### src/rtl/bios_failover_ctrl.sv
// BIOS chip-select and boot-failover controller for NUM_BIOS devices.
// The next BIOS is latched while PCI reset is held. A boot watchdog advances
// to the next device and asks the power sequencer for a platform reset when
// POST does not complete in time. After MAX_RETRY failovers it flags failure.
module bios_failover_ctrl #(
    parameter int unsigned NUM_BIOS     = 2,
    parameter int unsigned SEL_W        = 1,
    parameter logic [15:0] BOOT_TIMEOUT = 16'd600,
    parameter int unsigned TMR_W        = 16,
    parameter int unsigned MAX_RETRY    = 3,
    parameter int unsigned RST_PULSE    = 4
) (
    input  logic                Clk,
    input  logic                Reset,
    input  logic                PciRstN,
    input  logic                Pwr_ok,
    input  logic                Post_Done,
    input  logic                Tick,
    input  logic [SEL_W-1:0]    Next_Bios,
    output logic [SEL_W-1:0]    Active_Bios,
    output logic [SEL_W-1:0]    Next_Bios_latch,
    output logic [NUM_BIOS-1:0] BIOS_CS_N,
    output logic                Boot_Ok,
    output logic                Bios_Fail,
    output logic                Rst_Req,
    output logic [2:0]          Retry_Cnt
);

    localparam logic [2:0] ST_OFF      = 3'd0;
    localparam logic [2:0] ST_IN_RST   = 3'd1;
    localparam logic [2:0] ST_BOOTING  = 3'd2;
    localparam logic [2:0] ST_REQ      = 3'd3;
    localparam logic [2:0] ST_WAIT_RST = 3'd4;
    localparam logic [2:0] ST_BOOTED   = 3'd5;
    localparam logic [2:0] ST_FAILED   = 3'd6;

    localparam logic [TMR_W-1:0] TMO        = TMR_W'(BOOT_TIMEOUT);
    localparam logic [7:0]       PULSE_LAST = 8'(RST_PULSE - 1);
    localparam logic [SEL_W-1:0] LAST_BIOS  = SEL_W'(NUM_BIOS - 1);

    logic [1:0]          pcirst_sync, pwr_sync, post_sync;
    logic                pcirst_s, pwr_s, post_s;
    logic [2:0]          state, state_nx;
    logic [TMR_W-1:0]    timer, timer_nx;
    logic [7:0]          pulse_cnt, pulse_nx;
    logic                fo_pending, fo_nx;
    logic [SEL_W-1:0]    active_nx, latch_nx, next_clamped, active_inc;
    logic [2:0]          retry_nx;
    logic                boot_ok_nx, fail_nx, rst_req_nx;
    logic [NUM_BIOS-1:0] cs_nx;

    assign pcirst_s = pcirst_sync[1];
    assign pwr_s    = pwr_sync[1];
    assign post_s   = post_sync[1];

    assign next_clamped = (32'(Next_Bios) < NUM_BIOS) ? Next_Bios : '0;
    assign active_inc   = (Active_Bios == LAST_BIOS) ? '0 : Active_Bios + SEL_W'(1);

    // Two-flop synchronisers for the asynchronous platform inputs
    always_ff @(posedge Clk or posedge Reset) begin
        if (Reset) begin
            pcirst_sync <= '0;
            pwr_sync    <= '0;
            post_sync   <= '0;
        end else begin
            pcirst_sync <= {pcirst_sync[0], PciRstN};
            pwr_sync    <= {pwr_sync[0], Pwr_ok};
            post_sync   <= {post_sync[0], Post_Done};
        end
    end

    // Next-state and next-output logic; power loss overrides every state
    always_comb begin
        state_nx   = state;
        active_nx  = Active_Bios;
        latch_nx   = Next_Bios_latch;
        retry_nx   = Retry_Cnt;
        boot_ok_nx = Boot_Ok;
        fail_nx    = Bios_Fail;
        rst_req_nx = Rst_Req;
        timer_nx   = timer;
        fo_nx      = fo_pending;
        pulse_nx   = pulse_cnt;
        if (!pwr_s) begin
            state_nx   = ST_OFF;
            active_nx  = '0;
            latch_nx   = '0;
            retry_nx   = '0;
            boot_ok_nx = 1'b0;
            fail_nx    = 1'b0;
            rst_req_nx = 1'b0;
            timer_nx   = '0;
            fo_nx      = 1'b0;
            pulse_nx   = '0;
        end else begin
            case (state)
                ST_OFF: state_nx = ST_IN_RST;
                // Exits only when PciRstN is seen high; entry is always with
                // PciRstN low or from OFF, so a level test acts as the rising edge.
                ST_IN_RST: begin
                    if (!pcirst_s) begin
                        if (!fo_pending) latch_nx = next_clamped;
                    end else begin
                        active_nx = Next_Bios_latch;
                        timer_nx  = '0;
                        fo_nx     = 1'b0;
                        state_nx  = ST_BOOTING;
                    end
                end
                ST_BOOTING: begin
                    if (Tick && (timer != '1)) timer_nx = timer + TMR_W'(1);
                    if (post_s) begin
                        state_nx   = ST_BOOTED;
                        boot_ok_nx = 1'b1;
                    end else if (timer == TMO) begin
                        if (32'(Retry_Cnt) < MAX_RETRY) begin
                            retry_nx   = Retry_Cnt + 3'd1;
                            latch_nx   = active_inc;
                            fo_nx      = 1'b1;
                            rst_req_nx = 1'b1;
                            pulse_nx   = '0;
                            state_nx   = ST_REQ;
                        end else begin
                            fail_nx  = 1'b1;
                            state_nx = ST_FAILED;
                        end
                    end else if (!pcirst_s) begin
                        state_nx = ST_IN_RST;
                    end
                end
                ST_REQ: begin
                    if (pulse_cnt == PULSE_LAST) begin
                        rst_req_nx = 1'b0;
                        state_nx   = ST_WAIT_RST;
                    end else begin
                        pulse_nx = pulse_cnt + 8'd1;
                    end
                end
                ST_WAIT_RST: if (!pcirst_s) state_nx = ST_IN_RST;
                ST_BOOTED: begin
                    if (!pcirst_s) begin
                        boot_ok_nx = 1'b0;
                        retry_nx   = '0;
                        state_nx   = ST_IN_RST;
                    end
                end
                ST_FAILED: rst_req_nx = 1'b0;
                default:   state_nx = ST_OFF;
            endcase
        end
    end

    // One-cold select derived from the next state so it lands with Active_Bios
    always_comb begin
        cs_nx = '1;
        if (state_nx != ST_OFF) begin
            for (int unsigned i = 0; i < NUM_BIOS; i++) begin
                if (active_nx == SEL_W'(i)) cs_nx[i] = 1'b0;
            end
        end
    end

    // State and output registers
    always_ff @(posedge Clk or posedge Reset) begin
        if (Reset) begin
            state           <= ST_OFF;
            Active_Bios     <= '0;
            Next_Bios_latch <= '0;
            Retry_Cnt       <= '0;
            Boot_Ok         <= 1'b0;
            Bios_Fail       <= 1'b0;
            Rst_Req         <= 1'b0;
            BIOS_CS_N       <= '1;
            timer           <= '0;
            fo_pending      <= 1'b0;
            pulse_cnt       <= '0;
        end else begin
            state           <= state_nx;
            Active_Bios     <= active_nx;
            Next_Bios_latch <= latch_nx;
            Retry_Cnt       <= retry_nx;
            Boot_Ok         <= boot_ok_nx;
            Bios_Fail       <= fail_nx;
            Rst_Req         <= rst_req_nx;
            BIOS_CS_N       <= cs_nx;
            timer           <= timer_nx;
            fo_pending      <= fo_nx;
            pulse_cnt       <= pulse_nx;
        end
    end

endmodule

### config.mk
export PLATFORM = sky130hd
export DESIGN_NAME = bios_failover_ctrl
export DESIGN_NICKNAME = d
export VERILOG_FILES = /design/src/rtl/bios_failover_ctrl.sv
export SDC_FILE = /design/constraint.sdc
export NUM_CORES = 1
export LEC_CHECK = 0
export CAP_MARGIN = 15
export CORE_ASPECT_RATIO = 0.7
export CORE_UTILIZATION = 55
export CTS_BUF_LIST = sky130_fd_sc_hd__clkbuf_8
export CTS_CLUSTER_DIAMETER = 50
export DETAILED_ROUTE_END_ITERATION = 8
export GPL_TIMING_DRIVEN = 0
export PLACE_DENSITY = 0.78
export SLEW_MARGIN = 0
export SYNTH_ARGS = -nofsm -noshare
export SYNTH_HDL_FRONTEND = slang
export SYNTH_SLANG_ARGS = --single-unit
### constraint.sdc
create_clock -name Clk -period 1.8 [get_ports Clk]
set_clock_uncertainty 0.05 [all_clocks]
set_input_delay 0.27 -clock Clk [delete_from_list [all_inputs] [get_ports Clk]]
set_output_delay 0.27 -clock Clk [all_outputs]
set_load 0.01 [all_outputs]
==> results_dict.tcl <==
set metrics [dict create \
    run_status "complete, but fails checks" \
    failing_checks "negative setup slack" \
    yosysWarnings 0 \
    grt_busiest_layer "met1" \
    setup.worst_path.start_class "flip-flop" \
    area.growth.synth_to_final_pct 40.6 \
    setup_total_negative_slack_ns -3.68 \
    insertedDiodeCount 0 \
    worstMarginPinSlew_ns 0.506 \
    die-height_microns 58.0 \
    worst_setup_path_end_kind "flip-flop" \
    ys_seq_elements 44 \
    worst_path_largest_cell_delay_ns 0.51 \
    max_freq_mhz 489 \
    final_util 0.846 \
    critical_path_peak_fanout 8 \
    grt.total_usage 0.313 \
    layout.cells.most_common_list "46 x buf_4, 34 x dfrtp_1, 30 x nor2_1" \
    p_total_w 0.00205 \
    vias 2581 \
    grt_use_met3 0.0772 \
    synth.top_cells.by_area "dfrtp_1 43%, nor2_1 4.7%, xnor2_1 3.6%" \
    tritoncts.num_buffers 5 \
    tritoncts_num_sinks 44 \
    finalWeightedCongestion 0.855 \
    synth_cell_types 58 \
    yosys.area_share.simple 0.268 \
    synthesized_area_fraction_occupied_by_adder_cells 0.0203 \
    synthesis.area_sq_mm 0.00246 \
    row_count 19 \
    finalMaxSlewViolations 0 \
    num-fill-cells 225 \
    cap_violations 0 \
    htree_num_levels 2 \
    hold_viol 0 \
    crit-reg2reg-launch "timer[2]$_DFFE_PP0P_" \
    synth_sequential_area_ratio 0.448 \
    route.final.wire_length_microns 8260 \
    drtPass1Iterations 5 \
    instances_no_fill 374 \
    die_area_sq_mm 0.00475 \
    synthesis.nets 262 \
    cts_tree "done" \
    pwr_density_cell_mw_per_mm2 593 \
    worst-r2r-cell-count 6 \
    synth_largest_type_area_fraction 0.427 \
    grt.met1_usage 0.478 \
    drc 0 \
    wire_length_of_the_first_global_routing_pass_microns 10900 \
    synth.area.mux_share 0.0224 \
    first_iter_violations 339 \
    wl_per_cell_microns 22.1 \
    io_buffer_count 16 \
    grt_start_max_net_pins 36 \
    required_time_at_the_worst_slack_endpoint_ns 1.98 \
    layout_setup_ws_ns -0.246 \
    final.period_utilization 1.14 \
    fin_crit_ns 2.05 \
    worstPathArrival_ns 2.22 \
    combinational_family_with_the_most_area_after_synthesis "simple AND/OR/NAND/NOR gates" \
    cts.hold.buffers_added 0 \
    synthesis.area_per_instance_sq_um 9.81 \
    groute.layer.met2.usage 0.433 \
    clock_tree.buffer_depth 2 \
    synth_area_leader_cell "dfrtp_1" \
    worst_setup_path_endpoint "pulse_cnt[1]$_DFFE_PP0P_" \
    placed_cells 320 \
    design.final.nets 332 \
    layout-drive-gt1-share 0.370 \
    place.detailed.hpwl_microns 4050 \
    r2r_setup_slack_ns -0.25 \
    synth_xor_area_frac 0.0356 \
    antenna_found_initial 0 \
    gr-total-overflow 0 \
    rr_endpoint "pulse_cnt[1]$_DFFE_PP0P_" \
    netlist_instances 251 \
    final_common_cell "buf_4" \
    post_drt_via_cell_ratio 6.90 \
    synth_compound_area_frac 0.169 \
    worstPathCellList "nor4bb_1 -> nand4_1 -> nor3_4 -> a311o_1 -> buf_6 -> mux2i_1" \
    power.ir.vdd_worst_mv 0.450 \
    placeableCoreArea_sq_mm 0.00409 \
    critical-path-slowest-cell "dfrtp_1" \
    floorplan.die.width_microns 82.0 \
    power.static_leakage_nw 1.43 \
    cts-root-buf "clkbuf_8" \
    dp_slack_ns -0.379 \
    rsz_0062_raised_after_global_routing "yes" \
    synth_edf_count 0 \
    start_util 0.602 \
    clk_latency_ns 0.31 \
    io_pins 17 \
    relSlewSlack 0.663 \
    worstSetupStartpoint "timer[2]$_DFFE_PP0P_" \
    timing.final.setup_violations 33 \
    timing.setup.critical_path_class "flip-flop to flip-flop" \
    async_set_or_reset_flop_fraction_in_the_synthesized_netlist 1.00 \
    synth_ff_type "dfrtp_1" \
    cts.clk_slew.worst_paths_ns 0.09 \
    hold_class "input port to asynchronous set/reset pin" \
    antenna_violating_nets_post_route 0 \
    via_count_of_the_first_global_routing_pass 2134 \
]
## timing repair
item                                    CTS  global route
buffers inserted                         35            16
endpoints found under the hold margin     0             0
gates resized for setup                  32            37
pin swaps                                12            14
endpoints found under the setup margin   29            34
## kinds of logic (layout without fill, tap and decap cells)
logic type                 Yosys count  after routing
buffers and inverters               20             91
xor gates and xnor gates            10             10
adders and majority gates            4              4
AOI/OAI and AO/OA                   59             59
DFF                                 44             44
and+or+nand+nor                    109            109
muxes                                5              5
## worst min path at each step
stage                              from                        to  cells past startpoint
2_1_floorplan                   PciRstN  pcirst_sync[0]$_DFF_PP0_                      0
3_3_place_gp   pcirst_sync[0]$_DFF_PP0_  pcirst_sync[1]$_DFF_PP0_                      0
3_5_place_dp      pwr_sync[0]$_DFF_PP0_     pwr_sync[1]$_DFF_PP0_                      0
4_1_cts                           Reset     timer[13]$_DFFE_PP0P_                      2
5_1_grt                           Reset     timer[13]$_DFFE_PP0P_                      2
6_report                          Reset     timer[13]$_DFFE_PP0P_                      2
## sequential cells by signal, summed over array words and instances (netlist names), 2 cells and up
register and count:
pcirst_sync 2, Retry_Cnt 3, state 3, pulse_cnt 8, BIOS_CS_N 2, pwr_sync 2, timer 16, post_sync 2
## where the power goes
| group | switching, W | total [W] | internal (W) | leakage [nW] |
|---|---|---|---|---|
| Combinational | 0.000214 | 0.000383 | 0.000170 | 0.812 |
| Clock | 0.000370 | 0.000637 | 0.000266 | 0.0453 |
| Sequential | 0.0000223 | 0.00103 | 0.00101 | 0.577 |
## Yosys cell counts (3+ instances only)
cell type,n
dfrtp_1,42
nor2_1,31
nand2_1,17
a21oi_1,16
nand3_1,12
inv_1,11
xnor2_1,10
o21ai_0,9
a31oi_1,6
nand4_1,6
and3_1,5
nand2b_1,5
buf_4,4
clkbuf_1,4
ha_1,4
mux2i_1,4
nor2b_1,4
nor3_1,4
a2111oi_1,3
a41oi_1,3
## metal layers
metal,vias to the layer above,wire [microns]
li1,1061,-
met1,1248,3430
met2,229,3500
met3,43,1030
met4,0,300
met5,-,0
## stage by stage
stage / hold WS [ns] / cell area [sq um]
2_1_floorplan: 0.251 / 2470
3_3_place_gp: 0.282 / 2690
3_5_place_dp: 0.287 / 2710
4_1_cts: 0.153 / 3190
5_1_grt: 0.178 / 3460
6_report: 0.140 / 3460
## cell type report
| cell class | count | area, sq um | share of cell area |
|---|---|---|---|
| Clock buffer | 5 | 68.8 | 0.0199 |
| Sequential cell | 44 | 1110 | 0.322 |
| Tap cell | 52 | 65.1 | 0.0188 |
| Inverter | 11 | 45.0 | 0.0130 |
| Multi-Input combinational cell | 187 | 1540 | 0.445 |
| Buffer | 8 | 57.6 | 0.0166 |
| Clock inverter | 3 | 16.3 | 0.00470 |
| Timing Repair Buffer | 64 | 553 | 0.160 |
## critical path, delay by kind of cell, from the launching register on
family,cells,cell delay (ns)
AO/OA/AOI/OAI,1,0.16
buffers and inverters,1,0.16
flip-flops,1,0.51
multiplexers,1,0.19
AND/OR/NAND/NOR,3,0.89
Note: power is estimated with default switching activity, not from simulation.
